## src/rtl/sseg_pkg.sv

```systemverilog
// Shared types and constants for the ROM-backed seven-segment scanner.
// Also holds the leading-zero test used when SSEG_LEADING_ZERO_BLANK_EN is defined.
package sseg_pkg;

    typedef enum logic [1:0] {
        FETCH = 2'd0,
        WAIT  = 2'd1,
        DRIVE = 2'd2,
        GAP   = 2'd3
    } state_e;

    localparam logic [7:0] SSEG_BLANK = 8'hFF;

    // Active-low enable for a single digit.
    function automatic logic [3:0] digit_an(input logic [1:0] digit);
        return ~(4'b0001 << digit);
    endfunction

    // A digit is a leading zero when it and every higher nibble are zero; digit 0 never is.
    function automatic logic lz_blank(input logic [15:0] hex, input logic [1:0] digit);
        logic blank;
        case (digit)
            2'd3:    blank = (hex[15:12] == 4'h0);
            2'd2:    blank = (hex[15:8]  == 8'h00);
            2'd1:    blank = (hex[15:4]  == 12'h000);
            default: blank = 1'b0;
        endcase
        return blank;
    endfunction

endpackage

```

## src/rtl/sseg_rom_scan.sv

```systemverilog
// Four-digit multiplexed seven-segment scanner that fetches patterns from an external
// 1-cycle ROM. Optional leading-zero blanking via macro SSEG_LEADING_ZERO_BLANK_EN.
module sseg_rom_scan
    import sseg_pkg::*;
#(
    parameter int N   = 18,
    parameter int GAP = 4
) (
    input  logic        clk,
    input  logic        reset,
    input  logic        wr,
    input  logic [15:0] hex_in,
    input  logic [3:0]  dp_in,
    output logic [3:0]  rom_addr,
    input  logic [6:0]  rom_data,
    output logic [3:0]  an,
    output logic [7:0]  sseg
);

    localparam int              GAP_W    = (GAP > 1) ? $clog2(GAP) : 1;
    localparam logic [GAP_W-1:0] GAP_LAST = GAP_W'(GAP - 1);
    localparam logic [N-1:0]     DWELL_LAST = {N{1'b1}};

    state_e           state_q, state_d;
    logic [1:0]       digit_q, digit_d;
    logic [N-1:0]     dwell_q, dwell_d;
    logic [GAP_W-1:0] gap_q, gap_d;
    logic [15:0]      hex_q, hex_d;
    logic [3:0]       dp_q, dp_d;
    logic [3:0]       addr_q, addr_d;
    logic             dpl_q, dpl_d;
    logic             blank_q, blank_d;
    logic [3:0]       an_q, an_d;
    logic [7:0]       sseg_q, sseg_d;
    logic [3:0]       nibble_s;

    assign nibble_s = hex_q[{digit_q, 2'b00} +: 4];

    // The address is live in FETCH and frozen in WAIT so a shadow write cannot disturb the read.
    assign rom_addr = (state_q == sseg_pkg::FETCH) ? nibble_s : addr_q;
    assign an       = an_q;
    assign sseg     = sseg_q;

    // Next-state logic for the scan FSM, shadow registers and output registers.
    always_comb begin
        state_d = state_q;
        digit_d = digit_q;
        dwell_d = dwell_q;
        gap_d   = gap_q;
        addr_d  = addr_q;
        dpl_d   = dpl_q;
        blank_d = blank_q;
        an_d    = an_q;
        sseg_d  = sseg_q;
        if (wr) begin
            hex_d = hex_in;
            dp_d  = dp_in;
        end else begin
            hex_d = hex_q;
            dp_d  = dp_q;
        end

        case (state_q)
            sseg_pkg::FETCH: begin
                state_d = sseg_pkg::WAIT;
                addr_d  = nibble_s;
                dpl_d   = dp_q[digit_q];
`ifdef SSEG_LEADING_ZERO_BLANK_EN
                blank_d = lz_blank(hex_q, digit_q);
`else
                blank_d = 1'b0;
`endif
            end
            sseg_pkg::WAIT: begin
                state_d = sseg_pkg::DRIVE;
                sseg_d  = {~dpl_q, (blank_q ? SSEG_BLANK[6:0] : rom_data)};
                an_d    = digit_an(digit_q);
                dwell_d = '0;
            end
            sseg_pkg::DRIVE: begin
                if (dwell_q == DWELL_LAST) begin
                    state_d = sseg_pkg::GAP;
                    an_d    = 4'b1111;
                    gap_d   = '0;
                end else begin
                    dwell_d = dwell_q + {{(N-1){1'b0}}, 1'b1};
                end
            end
            sseg_pkg::GAP: begin
                if (gap_q == GAP_LAST) begin
                    state_d = sseg_pkg::FETCH;
                    digit_d = digit_q + 2'd1;
                end else begin
                    gap_d = gap_q + {{(GAP_W-1){1'b0}}, 1'b1};
                end
            end
            default: begin
                state_d = sseg_pkg::FETCH;
                an_d    = 4'b1111;
            end
        endcase
    end

    // State and output registers with asynchronous reset to the blanked display.
    always_ff @(posedge clk or posedge reset) begin
        if (reset) begin
            state_q <= sseg_pkg::FETCH;
            digit_q <= 2'd0;
            dwell_q <= '0;
            gap_q   <= '0;
            hex_q   <= 16'h0000;
            dp_q    <= 4'h0;
            addr_q  <= 4'h0;
            dpl_q   <= 1'b0;
            blank_q <= 1'b0;
            an_q    <= 4'b1111;
            sseg_q  <= SSEG_BLANK;
        end else begin
            state_q <= state_d;
            digit_q <= digit_d;
            dwell_q <= dwell_d;
            gap_q   <= gap_d;
            hex_q   <= hex_d;
            dp_q    <= dp_d;
            addr_q  <= addr_d;
            dpl_q   <= dpl_d;
            blank_q <= blank_d;
            an_q    <= an_d;
            sseg_q  <= sseg_d;
        end
    end

endmodule

```

## config.mk

```make
export PLATFORM = sky130hd
export DESIGN_NAME = sseg_rom_scan
export DESIGN_NICKNAME = d
export VERILOG_FILES = /design/src/rtl/sseg_pkg.sv /design/src/rtl/sseg_rom_scan.sv
export SDC_FILE = /design/constraint.sdc
export NUM_CORES = 1
export LEC_CHECK = 0
export ABC_AREA = 1
export CAP_MARGIN = 0
export CORE_MARGIN = 4
export CORE_UTILIZATION = 50
export DETAILED_ROUTE_END_ITERATION = 10
export DONT_BUFFER_PORTS = 1
export GPL_TIMING_DRIVEN = 1
export PLACE_DENSITY = 0.68
export SYNTH_ARGS = -nofsm -noshare
export SYNTH_HDL_FRONTEND = slang
export SYNTH_SLANG_ARGS = --single-unit
```

## constraint.sdc

```tcl
create_clock -name clk -period 5.2 [get_ports clk]
set_clock_uncertainty 0.15 [all_clocks]
set_input_delay 0.52 -clock clk [delete_from_list [all_inputs] [get_ports clk]]
set_output_delay 0.52 -clock clk [all_outputs]
set_load 0.01 [all_outputs]
```

# After elaboration in Yosys (flattened, before gate mapping)
# Cells that the tools add are included.
word_totals:
  word_cells: 48
  output_inout_bits: 16
  register_bits: 61
classes:
  n_eq_ne: 9
  shift: 2
  n_reduce_logical: 8
  n_lt_le_gt_ge: 1
  n_bitwise: 2
  add_sub_neg: 3
  muxes: 13
op_table:
  columns: ["operator", "n"]
  rows:
  - ["$pmux W18 S2", 1]
  - ["$add A18 B1 Y18 const B", 1]
  - ["$eq A18 B18 Y1 const B", 1]
  - ["$mux W18", 1]
  - ["$shiftx A16 B5 Y4", 1]
  - ["$mux W2", 4]
  - ["$mux W4", 2]
  - ["$ne A2 B2 Y1 const B", 4]
  - ["$pmux W2 S4", 1]
  - ["$pmux W4 S2", 1]
  - ["$reduce_and A2 Y1", 4]
  - ["$eq A2 B2 Y1 const B", 3]
  - ["$add A2 B1 Y2 const B", 2]
  - ["$not A4 Y4", 1]
  - ["$pmux W2 S2", 1]
  - ["$reduce_bool A2 Y1", 2]
  - ["$shl A1 B2 Y4 const A", 1]
  - ["$lt A2 B3 Y1 const B", 1]
  - ["$reduce_and A3 Y1", 1]
  - ["$bmux W1 S2", 1]
  - ["$eq A2 B1 Y1 const B", 1]
  - ["$logic_not A2 Y1", 1]
  - ["$mux W1", 1]
  - ["$not A1 Y1", 1]

# Depth between registers and ports, before layout
# Gate-level depths: netlist of the first run.
depth:
  word_depth: 3
  mapped_depth: 10

# Worst setup path before layout of the first run
# OpenSTA, ideal clock, no wires.
synth_timing:
  kind: "reg2out"
  from: "reg state_q[0]"
  to: "out rom_addr[0]"
  path_stages_with_launch: 6
  n_path_buf: 1
  required_ns: 4.530
  path_slack_ns: 3.304
  t_arrival_ns: 1.226
  cell_sequence: "dfrtp_1 -> inv_1 -> ha_1 -> buf_1 -> nor2_1 -> a31oi_1"
synth_between:
  elab_chain_cells: 2
synth_rtl:
  columns: ["element", "line_no", "rtl"]
  rows:
  - ["start: declaration", "sseg_rom_scan.sv:24", "state_e state_q, state_d;"]
  - ["start signal: assignment", "sseg_rom_scan.sv:107", "state_q <= sseg_pkg::FETCH;"]
  - ["start signal: assignment", "sseg_rom_scan.sv:119", "state_q <= state_d;"]
  - ["$logic_not A2 Y1", "sseg_rom_scan.sv:40", "assign rom_addr = (state_q == sseg_pkg::FETCH) ? nibble_s : addr_q;"]
  - ["$mux W4", null, null]
  - ["end: declaration", "sseg_rom_scan.sv:14", "output logic [3:0] rom_addr,"]
# Every way passes these cells.

# Final worst setup path of the first run
layout_timing:
  from: "reg state_q[0]"
  to: "reg dwell_q[17]"
layout_between:
  elab_chain_cells: 3
layout_rtl:
  columns: ["element", "line_no", "rtl"]
  rows:
  - ["$eq A2 B2 Y1 / $eq A2 B1 Y1 (equally long branches)", "sseg_rom_scan.sv:63", "case (state_q)"]
  - ["$ne A2 B2 Y1 (no source line) / $reduce_bool A2 Y1 (equally long branches)", null, null]
  - ["$reduce_and A2 Y1 (no source line)", null, null]
  - ["end signal: assignment", "sseg_rom_scan.sv:121", "dwell_q <= dwell_d;"]
  - ["end: declaration", "sseg_rom_scan.sv:26", "logic [N-1:0] dwell_q, dwell_d;"]
# Parallel ways exist; a longest one is shown, timed or not.
# A chain may end at the register's enable or synchronous reset.

==> metrics.csv, run 1 <==
stage,metric,value,unit
critical_path,r2r endpoint,dwell_q[17]$_DFFE_PP0P_,
synth,unique cell type count in the Yosys netlist,31,
cts,Post-CTS Hold Fix Bufs,0,
placement,port buffer count,0,
synth,multiplexer share of the synthesized area,3.60,%
floorplan,DIE WIDTH,87.1,um
route,DR top layer,met4,
power,combinational power share,3.7,%
flow_run,Max-Cap Viols,0,
synth,compound-cell area share of the yosys netlist,8.92,%
power,sw frac,23.9,%
cts,CTS buffer count,9,
cts,# H-tree levels,3,
sta,final setup vio count,0,
power,P_sw,0.235,mW
synth,number of synthesized register bits,61,
sta,final hold slack,0.119,ns
min_path,Worst Hold Endpoint,sseg[2]$_DFFE_PP1P_,
cells_and_area,Final #Nets,407,
cts,CTS tree,yes,
critical_path,startpoint types,register,
power,Pwr per Cell Area,293,mW/mm^2
route,drt first pass iters,5,
route,WL met1,2900,um
critical_path,"Req. time, crit path",5.28,ns
grt,initial antenna violation count,0,
synth,"EDFF count, synth",0,
critical_path,Worst Setup End Kind,register,
synth,"Seq/Total Area, Yosys",49.3,%
synth,largest family of logic cells by synthesized area,simple AND/OR/NAND/NOR gates,
cts,clk slew on worst S/H paths,0.08,ns
placement,dpl cells,430,
route,Routed WL,6340,um
floorplan,Starting Density,52.2,%
status,outcome,completed,
min_path,min-delay src,rom_data[2],
cells_and_area,Util after Layout,56.0,%
floorplan,row count,28,
floorplan,Die Span Y,87.1,um
critical_path,crit path from,state_q[0]$_DFFE_PP0P_,
critical_path,Critical Path AT,2.79,ns
cells_and_area,n_diodes,0,
placement,GP Congestion,0.869,
synth,Async SR Flop Fraction,100,%
sta,Fmax achieved,369,MHz
route,WL met3,470,um
grt,largest net degree at the start of global routing,62,
synth,Gate Count Post-Synth,368,
cts,Root Driver,clkbuf_8,
sta,min Tclk post-route,2.71,ns
route,DR WL met2,2890,um
cts,Clock Sinks,61,
power,Power Total,0.984,mW
synth,Avg Inst Size Synth,8.50,sq um
route,post-route ant nets,0,
route,Vias/cell,5.28,
sta,Slew @ Worst Pin,0.803,ns
critical_path,Critical R2R Launch,state_q[0]$_DFFE_PP0P_,
cells_and_area,Layout area overhead,7.24,%
min_path,Hold Path Depth,2,
grt,Total GRT Usage,18.2,%
sta,Max Slew Vio Count,0,
power,Seq pwr share,51.6,%
cts,clk_lat worst skew,0.34,ns
route,wire per inst,14.2,um
route,Post-route DRC,0,
synth,Post-Synth Simple-Gate Area,25.9,%
critical_path,WS Path Type,register to register,
critical_path,FF-to-FF path depth,7,
synth,Syn Nets,409,
power,Int Pwr,0.748,mW
sta,unrepaired setup endpoints after global routing,no,
cts,Post-CTS Resized,0,
sta,final hold vios,0,
grt,vias in the first global route,2303,
grt,first-pass GRT wire length,10700,um
power,VDD IR max,0.332,mV
sta,Final period util,52.1,%
sta,Setup TNS,0,ns
power,leakage power,1.59,nW
floorplan,number of I/O pins,46,
placement,hpwl dp,4430,um
cells_and_area,"non-filler cells, final",446,
cells_and_area,share of cells above drive strength 1,14.0,%
synth,post-synthesis adder-cell area fraction,4.40,%
synth,Yosys Warn Count,0,
cts,clk buf depth,2,
power,Clock Power Share,44.8,%
synth,synthesized area,0.00313,sq mm
min_path,HP Class,input port to register,
floorplan,Core Area,0.00599,sq mm
route,vias,2353,
route,initial DRC count,116,
synth,Post-Synth XOR/XNOR Area,1.68,%
sta,Slew headroom,46.4,%
critical_path,CP max FO,23,
critical_path,R2R setup slack,2.49,ns
grt,total grt overflow,0,
synth,"Primary FF master, synth",dfrtp_1,
floorplan,die area,0.00758,sq mm
cts,Post-CTS Setup Bufs,0,
[synth_stat cells, drive strengths merged (10+ instances only)]
library cell  number  area [sq um]
a21oi             14          70.1
nor2              30           118
clkbuf            10          37.5
o21ai             31           155
inv               28           105
nand2            107           424
ha                11           138
mux2              10           113
dfstp             12           315
dfrtp             49          1230
nand3             40           213
[how the worst max path moves through the flow]
stage                              endpoint  slack (ns)  cells past startpoint
global placement    dwell_q[15]$_DFFE_PP0P_        2.54                      7
CTS                 dwell_q[17]$_DFFE_PP0P_        2.46                      7
global route        dwell_q[17]$_DFFE_PP0P_        2.19                      7
finish              dwell_q[17]$_DFFE_PP0P_        2.49                      7
floorplan               addr_q[0]$_DFF_PP0_        3.04                      1
detailed placement  dwell_q[17]$_DFFE_PP0P_        2.47                      7
[metal layers]
metal	GRT usage, %	up-vias
met5	0	-
li1	-	1195
met1	24.3	1100
met2	27.4	52
met3	5.30	6
met4	8.36	0
[layout make-up]
type / count / area, sq um
Tap cell: 75 / 93.8
Multi-Input combinational cell: 264 / 1390
Clock buffer: 10 / 138
Clock inverter: 6 / 71.3
Timing Repair Buffer: 1 / 7.51
Sequential cell: 61 / 1540
Inverter: 29 / 109
Fill cell: 525 / 2640
[registers in the layout, indices dropped and copies added, names as in the netlist]
| register | cells |
|---|---|
| dwell_q | 18 |
| hex_q | 16 |
| sseg | 8 |
| addr_q | 4 |
| an | 4 |
| dp_q | 4 |
| digit_q | 2 |
| gap_q | 2 |
| state_q | 2 |
| dpl_q | 1 |
[logic make-up (layout without fill, tap and decap cells)]
kind of cell	count (synthesis)	in the layout
muxes	10	10
AOI/OAI and AO/OA	53	53
xor gates and xnor gates	6	6
DFF	61	61
buffers and inverters	43	46
and+or+nand+nor	184	184
adders and majority gates	11	11
[cells in the final DEF (no fill, tap or decap), types with 2 or more instances in the layout]
master,instances
clkbuf_8,10
o21bai_1,2
ha_1,11
dfrtp_1,49
dfstp_2,12
mux2_2,10
nand2_2,3
clkinv_4,2
inv_2,2
nor2_2,2
xor2_1,5
nand2_1,102
clkinvlp_4,2
o21ai_1,4
nand2_4,2
nand3_1,39
a31oi_1,5
nand4_1,2
or2_2,2
a21oi_1,14
inv_1,26
nor2_1,28
o21ai_0,27
[power groups by stage]
stage / logic [mW] / registers, mW / clock network [mW]
CTS: 0.0375 / 0.507 / 0.446
global route: 0.0422 / 0.509 / 0.472
detailed placement: 0.0375 / 0.516 / 0
finish: 0.0361 / 0.507 / 0.440
floorplan: 0.0317 / 0.513 / 0
global placement: 0.0359 / 0.516 / 0
[worst max-delay path, stage by stage, from the launching register on]
cell and delay (ns):
dfrtp_1 0.42, inv_1 0.12, ha_1 0.55, inv_1 0.35, nand2_1 0.69, nand2_4 0.17
nand2_1 0.11, nand2_1 0.05
[stage by stage]
stage | setup WS (ns) | area [sq um]
finish | 2.49 | 3350
global route | 2.19 | 3350
CTS | 2.46 | 3350
detailed placement | 2.47 | 3140
global placement | 2.54 | 3140
floorplan | 3.04 | 3130
Power figures use the tool's default switching activity.
==> run 2: changes to the inputs <==
--- a/config.mk
+++ b/config.mk
@@ -12,7 +12,7 @@
 export DETAILED_ROUTE_END_ITERATION = 10
 export DONT_BUFFER_PORTS = 1
 export GPL_TIMING_DRIVEN = 1
-export PLACE_DENSITY = 0.68
+export PLACE_DENSITY = 0.71
 export SYNTH_ARGS = -nofsm -noshare
 export SYNTH_HDL_FRONTEND = slang
 export SYNTH_SLANG_ARGS = --single-unit
==> constraint.sdc (replaced) <==
create_clock -name clk -period 2.4 [get_ports clk]
set_clock_uncertainty 0.15 [all_clocks]
set_input_delay 0.24 -clock clk [delete_from_list [all_inputs] [get_ports clk]]
set_output_delay 0.24 -clock clk [all_outputs]
set_load 0.01 [all_outputs]
==> metrics.csv, run 2 (same netlist as run 1, synthesis figures left out) <==
stage,metric,value,unit
status,outcome,completed,
placement,hpwl dp,4540,um
grt,largest net degree at the start of global routing,35,
cts,Root Driver,clkbuf_8,
critical_path,R2R setup slack,0.43,ns
grt,met2 track demand over resource,33.7,%
critical_path,CP max FO,30,
cts,CTS tree,yes,
critical_path,slowest cell delay on critical path,1.19,ns
route,drt first pass iters,6,
cells_and_area,max reg flops,18,
critical_path,"Req. time, crit path",2.47,ns
sta,min Tclk post-route,2.21,ns
grt,initial antenna violation count,0,
grt,met1 Use GR,24.8,%
sta,Slew @ Worst Pin,0.994,ns
cts,CTS buffer count,9,
power,sw frac,23.8,%
cts,Clock Sinks,61,
route,Routed WL,6760,um
cells_and_area,n_diodes,0,
grt,first-pass GRT wire length,11900,um
power,VDD IR max,0.425,mV
route,post-route ant nets,0,
floorplan,Core Area,0.00599,sq mm
cells_and_area,share of cells above drive strength 1,13.4,%
cts,clk slew on worst S/H paths,0.07,ns
route,wire per inst,14.2,um
floorplan,DIE WIDTH,87.1,um
grt,met3 usage,4.45,%
sta,Max Slew Vio Count,0,
placement,Placed Area,0.00318,sq mm
min_path,HP Class,input port to async pin,
power,Pwr per Cell Area,556,mW/mm^2
critical_path,WS Path Type,input port to register,
cells_and_area,"most common cell after layout, fill and taps aside",nand2_1,
grt,vias in the first global route,2624,
placement,GP Congestion,0.850,
route,Post-route DRC,0,
power,Clock Power Share,39.3,%
sta,final hold vios,0,
sta,unrepaired setup endpoints after global routing,no,
power,leakage power,1.71,nW
cts,# H-tree levels,3,
critical_path,cell mode on critical path,dlygate4sd3_1,
critical_path,Critical Path AT,2.28,ns
sta,Final period util,92.3,%
cells_and_area,"commonest non-fill, non-tap cells in the layout","nand2_1, dfrtp_1, nand3_1, dlygate4sd3_1, nor2_1",
cells_and_area,Layout area overhead,16.4,%
floorplan,Die Span Y,87.1,um
power,P_sw,0.482,mW
critical_path,startpoint types,input port,
route,vias,2530,
critical_path,"CP delay by family, top",buffers and inverters,
grt,total grt overflow,0,
floorplan,die area,0.00758,sq mm
sta,final setup vio count,0,
critical_path,cells along the critical path,"dlygate4sd3_1, o21ai_0, dlygate4sd3_1",
cts,clk_lat worst skew,0.33,ns
cells_and_area,Final Cell Area,0.00364,sq mm
floorplan,number of I/O pins,46,
grt,grt peak-use layer,met2,
floorplan,Starting Density,52.2,%
grt,Total GRT Usage,20.0,%
critical_path,Buf/Inv on CP,2,
placement,port buffer count,0,
sta,Slew headroom,33.5,%
flow_run,Max-Cap Viols,0,
critical_path,crit path max-delay cell type,dlygate4sd3_1,
sta,Fmax achieved,452,MHz
cells_and_area,most flop-heavy register,dwell_q,
route,initial DRC count,119,
power,combinational power share,6.4,%
power,Int Pwr,1.54,mW
power,Power Total,2.02,mW
route,Vias/cell,5.29,
floorplan,row count,28,
critical_path,Worst Setup End Kind,register,
power,Seq pwr share,54.3,%
cts,clk buf depth,2,
cells_and_area,Final #Nets,439,
sta,Setup TNS,0,ns
## run 2: cell types whose count changed in the layout (fill, tap and decap cells not counted), moves of 2 or more
cell / delta
dlygate4sd3_1: +29
buf_4: +2
clkbuf_1: +2
clkinv_2: +2
clkinv_4: -2
## run 2: path summary, 6_finish.rpt
kind	from	to	cells after the start
setup / recovery	wr	hex_q[6]$_DFFE_PP0P_	3
hold / removal	reset	dwell_q[16]$_DFFE_PP0P_	2
setup reg to reg	state_q[1]$_DFFE_PP0P_	dwell_q[6]$_DFFE_PP0P_	6
hold reg to reg	dpl_q$_DFFE_PP0N_	sseg[7]$_DFFE_PP1P_	1
max in group asynchronous	reset	sseg[6]$_DFFE_PP1P_	3
min in group clk	dpl_q$_DFFE_PP0N_	sseg[7]$_DFFE_PP1P_	1
## run 2: layer usage
metal | wire length, um | share of wire [%]
met1 | 2930 | 43
met2 | 3390 | 50
met3 | 320 | 4.7
met4 | 121 | 1.8
met5 | 0 | 0
## run 2: power by group through the flow
stage          combinational (mW)  clock (mW)  sequential (mW)
3_3_place_gp               0.0801           0             1.12
6_report                    0.129       0.795             1.10
5_1_grt                     0.146       0.865             1.10
3_5_place_dp               0.0825           0             1.12
2_1_floorplan              0.0688           0             1.11
4_1_cts                     0.127       0.808             1.10
## run 2: timing repair
item | 4_1_cts | 5_1_grt
hold buffers | 29 | 0
hold endpoints to repair | 45 | 0
setup endpoints to repair | 0 | 2
setup buffers | 0 | 0
gates resized for setup | 0 | 1
## run 2: metrics by stage
stage	hold slack (ns)	setup WS, ns	util [%]	cells
final	0.290	0.186	60.8	478
after global placement	0.0886	0.476	53.1	433
after CTS	0.298	0.119	60.8	478
after floorplan	0.178	0.517	-	368
after detailed placement	0.0801	0.406	53.1	433
after global routing	0.337	0.0718	60.8	478
## run 2: cell type report
cell class	count	area (sq um)
Clock buffer	12	145
Clock inverter	4	25.0
Inverter	29	109
Multi-Input combinational cell	264	1390
Sequential cell	61	1540
Timing Repair Buffer	33	333
Tap cell	75	93.8
Fill cell	497	2350
==> run 3: changes to the inputs <==
--- a/config.mk
+++ b/config.mk
@@ -9,10 +9,13 @@
 export CAP_MARGIN = 0
 export CORE_MARGIN = 4
 export CORE_UTILIZATION = 50
+export CTS_CLUSTER_SIZE = 8
 export DETAILED_ROUTE_END_ITERATION = 10
 export DONT_BUFFER_PORTS = 1
 export GPL_TIMING_DRIVEN = 1
 export PLACE_DENSITY = 0.71
+export SLEW_MARGIN = 10
 export SYNTH_ARGS = -nofsm -noshare
 export SYNTH_HDL_FRONTEND = slang
 export SYNTH_SLANG_ARGS = --single-unit
+export TNS_END_PERCENT = 10
==> results of run 3 <==
Final layout, timing and power as in run 2 (identical DEF).
